==> src/rtl/mult_div_unit.sv <==
// Multicycle signed multiply/divide unit producing HI/LO for mfhi/mflo.
// Booth radix-2 multiply and restoring divide, 32 iterations each, start/busy/done handshake.
module mult_div_unit (
  input  logic        clk,
  input  logic        reset,
  input  logic        mult_start,
  input  logic        div_start,
  input  logic [31:0] a,
  input  logic [31:0] b,
  output logic [31:0] hi_out,
  output logic [31:0] lo_out,
  output logic        busy,
  output logic        done,
  output logic        div_zero
);

  typedef enum logic [1:0] {IDLE, MULT, DIV, FINISH} state_t;

  state_t      state, state_nx;
  logic [4:0]  cnt;
  // acc is one bit wider than the operands so Booth never overflows on -(-2^31).
  logic [32:0] acc;
  logic [32:0] m;
  logic [31:0] q;
  logic        q_1;
  logic        is_div, neg_q, neg_r;

  logic        busy_nx, done_nx, dz_nx;
  logic        div_accept;
  logic [32:0] booth_sum, div_shift, div_diff;
  logic        div_ge;
  logic [31:0] abs_a, abs_b, hi_fin, lo_fin;

  // State register.
  // NOTE: sequential state uses non-blocking assignments so every flop samples pre-edge values.
  always_ff @(posedge clk) begin
    if (reset) state <= IDLE;
    else       state <= state_nx;
  end

  assign div_accept = !mult_start && div_start && (b != 32'd0);

  // Next-state logic.
  // NOTE: every combinational output gets a default first, so no latches are inferred.
  always_comb begin
    state_nx = state;
    case (state)
      IDLE: begin
        if (mult_start)      state_nx = MULT;
        else if (div_accept) state_nx = DIV;
      end
      MULT:    if (cnt == 5'd31) state_nx = FINISH;
      DIV:     if (cnt == 5'd31) state_nx = FINISH;
      FINISH:  state_nx = IDLE;
      default: state_nx = IDLE;
    endcase
  end

  // Output logic: next values of the registered handshake outputs.
  always_comb begin
    busy_nx = (state_nx != IDLE);
    done_nx = (state == FINISH);
    dz_nx   = (state == IDLE) && !mult_start && div_start && (b == 32'd0);
  end

  // One Booth step and one restoring-divide step, plus the final sign fix-up.
  always_comb begin
    booth_sum = acc;
    case ({q[0], q_1})
      2'b01:   booth_sum = acc + m;
      2'b10:   booth_sum = acc - m;
      default: booth_sum = acc;
    endcase
    div_shift = {acc[31:0], q[31]};
    div_ge    = (div_shift >= m);
    div_diff  = div_shift - m;
    abs_a     = a[31] ? 32'd0 - a : a;
    abs_b     = b[31] ? 32'd0 - b : b;
    lo_fin    = (is_div && neg_q) ? 32'd0 - q : q;
    hi_fin    = (is_div && neg_r) ? 32'd0 - acc[31:0] : acc[31:0];
  end

  always_ff @(posedge clk) begin
    if (reset) begin
      hi_out   <= '0;
      lo_out   <= '0;
      busy     <= 1'b0;
      done     <= 1'b0;
      div_zero <= 1'b0;
      cnt      <= '0;
      acc      <= '0;
      m        <= '0;
      q        <= '0;
      q_1      <= 1'b0;
      is_div   <= 1'b0;
      neg_q    <= 1'b0;
      neg_r    <= 1'b0;
    end else begin
      busy     <= busy_nx;
      done     <= done_nx;
      div_zero <= dz_nx;
      case (state)
        IDLE: begin
          cnt <= '0;
          if (mult_start) begin
            acc    <= '0;
            m      <= {a[31], a};
            q      <= b;
            q_1    <= 1'b0;
            is_div <= 1'b0;
          end else if (div_accept) begin
            // Divide magnitudes; signs are restored in FINISH.
            acc    <= '0;
            m      <= {1'b0, abs_b};
            q      <= abs_a;
            q_1    <= 1'b0;
            is_div <= 1'b1;
            neg_q  <= a[31] ^ b[31];
            neg_r  <= a[31];
          end
        end
        MULT: begin
          acc <= {booth_sum[32], booth_sum[32:1]};
          q   <= {booth_sum[0], q[31:1]};
          q_1 <= q[0];
          cnt <= cnt + 5'd1;
        end
        DIV: begin
          acc <= div_ge ? div_diff : div_shift;
          q   <= {q[30:0], div_ge};
          cnt <= cnt + 5'd1;
        end
        FINISH: begin
          hi_out <= hi_fin;
          lo_out <= lo_fin;
        end
        default: ;
      endcase
    end
  end

endmodule

==> config.mk <==
export PLATFORM = sky130hd
export DESIGN_NAME = mult_div_unit
export DESIGN_NICKNAME = d
export VERILOG_FILES = /design/src/rtl/mult_div_unit.sv
export SDC_FILE = /design/constraint.sdc
export NUM_CORES = 1
export LEC_CHECK = 0
export ABC_AREA = 1
export BUFFER_PORTS_ARGS = -buffer_cell sky130_fd_sc_hd__buf_2
export CORE_UTILIZATION = 55
export DETAILED_ROUTE_END_ITERATION = 16
export PLACE_DENSITY = 0.74
export SLEW_MARGIN = 0
export SYNTH_ARGS = -nofsm -noshare
export SYNTH_HDL_FRONTEND = slang
export SYNTH_SLANG_ARGS = --single-unit
==> constraint.sdc <==
create_clock -name clk -period 6.97 [get_ports clk]
set_input_delay 1.0455 -clock clk [delete_from_list [all_inputs] [get_ports clk]]
set_output_delay 1.0455 -clock clk [all_outputs]
set_load 0.005 [all_outputs]
Word-level counts from Yosys, hierarchy flattened
Index checks and enable logic that the tools add are counted.
{"block": "op_classes", "n_addsub": 8, "magnitude_cmp": 1, "eq_ne": 7, "muxes": 24, "n_bitwise": 2, "reduce_logical": 21}
{"cell": "32-bit 2-to-1 mux", "n": 6}
{"cell": "33-bit 2-to-1 mux", "n": 5}
{"cell": "1-bit by 32-bit subtractor with 32-bit output (first input constant)", "n": 4}
{"cell": "33-bit one-hot mux with 3 select lines", "n": 1}
{"cell": "32-bit one-hot mux with 3 select lines", "n": 1}
{"cell": "33-bit one-hot mux with 2 select lines", "n": 1}
{"cell": "33-bit subtractor", "n": 2}
{"cell": "33-bit adder", "n": 1}
{"cell": "33-bit >= comparator", "n": 1}
{"cell": "32-bit zero test", "n": 1}
{"cell": "32-bit nonzero test", "n": 1}
{"cell": "5-bit one-hot mux with 2 select lines", "n": 1}
{"cell": "2-bit nonzero test", "n": 4}
{"cell": "1-bit logical AND", "n": 7}
{"cell": "2-bit == test (second input constant)", "n": 3}
{"cell": "2-bit 2-to-1 mux", "n": 3}
{"cell": "2-bit one-hot mux with 3 select lines", "n": 1}
{"cell": "2-bit AND reduction", "n": 3}
{"cell": "5-bit by 1-bit adder with 5-bit output (second input constant)", "n": 1}
{"cell": "5-bit == test (second input constant)", "n": 1}
{"cell": "2-bit by 1-bit == test with 1-bit output (second input constant)", "n": 2}
{"cell": "1-bit 2-to-1 mux", "n": 4}
{"cell": "3-bit inequality test (second input constant)", "n": 1}
{"cell": "3-bit AND reduction", "n": 1}
{"cell": "other kinds (7)", "n": 7}
{"block": "totals", "ff_bits": 176, "inputBits": 68, "output_inout_bits": 67, "word_cells": 77}

Logic depth before layout (Yosys ltp)
{"block": "depth", "depth_word": 7, "ltp_mapped": 29, "ltp_nobuf": 29}

Worst setup path after synthesis
OpenSTA, ideal clock, no wires.
{"block": "synth_timing", "path_kind": "reg2reg", "from": "register m[0]", "to": "register acc[31]", "setup_time_ns": 0.070, "arrival_time_ns": 3.054, "t_required_ns": 6.900, "slack_ns": 3.845, "stages_incl_launch_ff": 28, "path_buffers": 0, "period_less_slack_ns": 3.125, "cell_sequence": "dfxtp_1 -> nor3_4 -> nand3_2 -> nor2_2 -> nand2_2 -> nor3_4 -> nand4_2 -> nor2_2 -> nand2_2 -> o21ai_4 -> xor2_1 -> inv_1 -> ha_1 -> nand2_1 -> inv_1 -> a21oi_1 -> nand2_1 -> nand2_1 -> nand2_1 -> inv_1 -> nand2_1 -> nand2_1 -> nand3_1 -> nand2_1 -> nand3_1 -> nand2_1 -> nand2_1 -> a21oi_1"}
{"block": "synth_between", "elab_chain_len": 3, "elab_cells_between_ends": 7, "cone_classes": "add/sub: 3; order compare: 1; mux: 3"}
{"element": "from (decl)", "line": "23", "rtl": "logic [32:0] m;"}
{"element": "from (signal assigned)", "line": "107", "rtl": "m <= {a[31], a};"}
{"element": "from (signal assigned)", "line": "114", "rtl": "m <= {1'b0, abs_b};"}
{"element": "33-bit subtractor, or another cell as far along", "line": "71", "rtl": "2'b10: booth_sum = acc - m;"}
{"element": "33-bit one-hot mux with 2 select lines or 33-bit 2-to-1 mux (tied branches)", "line": "69, 129"}
{"element": "33-bit one-hot mux with 3 select lines (*)", "line": "102", "rtl": "case (state)"}
{"element": "to (signal assigned)", "line": "123", "rtl": "acc <= {booth_sum[32], booth_sum[32:1]};"}
{"element": "to (signal assigned)", "line": "129", "rtl": "acc <= div_ge ? div_diff : div_shift;"}
{"element": "to (decl)", "line": "22", "rtl": "logic [32:0] acc;"}
Every way passes the cells marked *; elsewhere a longest branch is shown, timed or not.
A chain may end at the register's enable or synchronous reset.

Worst setup path in the final report
{"block": "layout_timing", "from": "register q[0]", "to": "register acc[22]"}
{"block": "layout_between", "elab_chain_len": 3, "elab_cells_between_ends": 4, "cone_classes": "eq/ne: 2; mux: 2"}
{"element": "from (decl)", "line": "24", "rtl": "logic [31:0] q;"}
{"element": "from (signal assigned)", "line": "115", "rtl": "q <= abs_a;"}
{"element": "from (signal assigned)", "line": "124", "rtl": "q <= {booth_sum[0], q[31:1]};"}
{"element": "from (signal assigned)", "line": "130", "rtl": "q <= {q[30:0], div_ge};"}
{"element": "2-bit == test or 2-bit by 1-bit == test with 1-bit output (tied branches)", "line": "69", "rtl": "case ({q[0], q_1})"}
{"element": "33-bit one-hot mux with 2 select lines (*)", "line": "69"}
{"element": "33-bit one-hot mux with 3 select lines (*)", "line": "102"}
Marks and branches as above.

==> reports/metrics.cfg <==
[outcome]
outcome=completed

[yosys]
synth_top_area_share=0.213
synth.avg_cell_area_um2=5.93
synth.distinct_cells=57
synth-seq-cells=176
synth_edf_count=0
ys.flop_type=dfxtp_1
synthesis.area_um2=16500
postSynth.asyncResetShare=0
synth_warnings=0
syn_nets=2935
synthCells=2787
synth.area.top_cells=dfxtp_1, nand2_1, a21oi_1
yosysSeqAreaShare=0.213
yosysTopAreaCell=dfxtp_1

[cells_and_area]
area.growth.synth_to_final_pct=8.05
insertedDiodeCount=0
nets=2980
nFillCells=2883
final_cell_mix=nand2_1, inv_1, a21oi_1
drive_gt1_frac=0.0822
final_common_cell=nand2_1

[route]
drt_first_pass_iters=7
drt_iter0_drc=2374
wl_per_cell_um=20.4
postRouteWirelength_mm=66.0
routed_via_density=6.18
vias=20000
drc=0
postRouteAntennaNets=0

[global_route]
grt_max_degree=118
grt_pass1_vias=18600
track_usage=0.425
antenna_found_initial=2
gr-total-overflow=0
grt_pass1_wl_mm=101

[clock_tree]
clock_latency_ns=0.46
htreeDepth=4
cts_setup_buffers=0
cts_sinks=176
cts_resized=0
cts_tree=built
clockBufferDepth=2
cts_root_buffer=clkbuf_16
postCtsHoldBufs=0
cts_buffers=17
clkSlewWorstSetupHoldPaths_ns=0.08

[floorplanning]
placement_rows=63
die_x_um=175
start_util=0.558
dieArea_um2=30800
die_height_um=175
io_pins=135
core_area_um2=29600

[critical_path]
r2r_end=acc[22]
worstSetupStartpoint=q[0]
cp.required_ns=7.36
worstPathArrival_ns=4.66
endpoint=acc[22]
cp_max_fo=18
regToRegSetupSlack_ns=2.70
r2r-start=q[0]
r2r_cells=21
setup.worst_path.start_class=register
worstSetupPathType=register to register
crit_path_end_kind=register

[sta]
totalNegativeSetupSlack_ns=0
post-route-period-util=0.612
rsz0062_at_grt=no
maxSlewViolCount=0
fmax_ghz=0.234
slew_headroom=0.181
hold_violations=0
period_minus_slack_ns=4.27
clock_skew_ns=0.0170
tightest_slew_ns=1.23
setup_viol=0

[pwr]
vdd_drop_max_mv=0.194
finalPower_mw=3.78
powerDensity_nw_per_um2=211
leakagePower_nw=8.83

[flow_run]
cap_violations=0

[hold_path]
hold_class=register to register
min_from=cnt[4]

[placed_design]
place_hpwl_mm=51.4
io_buffer_count=134
gp_congestion=1.07

cell usage after synthesis, types with 3 or more instances:
master    instances
nand2_1         646
inv_1           345
a21oi_1         310
nor2_1          279
o21ai_0         214
nand3_1         182
dfxtp_1         176
xor2_1           90
clkbuf_1         80
ha_1             78
nor3_1           38
o211ai_1         36
o21ai_1          32
nand4_1          31
o22ai_1          29
buf_2            23
a31oi_1          19
o221ai_1         19
xnor2_1          17
nor2_2           11
o21bai_1         11
nor4_1           10
nand2_2           9
or2_2             9
buf_1             8
a21o_1            7
a22oi_1           7
inv_2             7
nand3b_1          6
o21a_1            6
o31ai_1           6
nor3_2            5
a211oi_1          4
buf_6             4
a21oi_2           3
nand3_2           3
registers in the layout (all words and copies together) (netlist names):
name and cells:
acc 33, is_div 1, neg_r 1, state 2, busy 1, div_zero 1, hi_out 32, neg_q 1
lo_out 32, m 33, cnt 5, q_1 1, q 32, done 1
per-stage QoR:
step                      hold WS [ns]  worst slack, ns  utilization  area (um2)  std cells
final                            0.464             2.70        0.603       17900       3235
after global routing             0.488             2.37        0.603       17900       3235
after CTS                        0.468             2.89        0.603       17900       3235
after detailed placement         0.458             2.91        0.583       17300       3203
after global placement           0.447             2.89        0.583       17300       3203
after floorplan                  0.441             3.85            -       16500       2787
cell type report:
class	instances	area [um2]	area share
Multi-Input combinational cell	2140	11200	0.626
Timing Repair Buffer	143	738	0.0413
Clock inverter	15	173	0.00966
Tap cell	390	488	0.0273
Sequential cell	176	3520	0.197
Inverter	354	1330	0.0744
Clock buffer	17	425	0.0238
worst max-delay path: stages, from the launching register on:
cell and delay (ns):
dfxtp_1 0.47, ha_1 0.20, buf_4 0.23, clkinv_1 0.47, o31ai_1 0.31, nand2_1 0.12
xor2_1 0.40, ha_1 0.29, nand2_1 0.13, nor2_1 0.16, inv_1 0.10, nor3_1 0.18
nand2_1 0.09, nand2_1 0.19, nand2_1 0.07, nand2_1 0.08, nor2_1 0.04, o21ai_0 0.23
nand2_1 0.08, nand2_1 0.06, nand2_1 0.07, a21oi_1 0.18
worst min path at each step:
stage             end  cells past startpoint
2_1_floorplan  cnt[4]                      2
3_3_place_gp   cnt[4]                      2
3_5_place_dp   cnt[4]                      2
4_1_cts        cnt[4]                      2
5_1_grt        cnt[4]                      2
6_report       cnt[4]                      2
logic make-up after synthesis:
group / Yosys count / synth area share
xor+xnor: 107 / 0.0567
fa+ha+maj: 80 / 0.0614
compound gates: 710 / 0.238
simple gates: 1243 / 0.320
buf+inv: 471 / 0.111
flops: 176 / 0.213
metal layers:
| layer | vias up | GRT usage | wire [um] | share of wire |
|---|---|---|---|---|
| met2 | 1201 | 0.710 | 30400 | 0.46 |
| li1 | 9355 | - | - | - |
| met5 | - | 0 | 33 | 0.00050 |
| met3 | 331 | 0.0571 | 5000 | 0.076 |
| met1 | 9106 | 0.482 | 24400 | 0.37 |
| met4 | 4 | 0.356 | 6220 | 0.094 |
power breakdown:
part           leakage (nW)  internal [mW]  total, mW  switching (mW)
Combinational          7.09          0.463       1.60            1.14
Clock                 0.294          0.512      0.995           0.483
Sequential             1.44           1.08       1.18          0.0966
No activity file was read; power rests on OpenSTA's default activity.
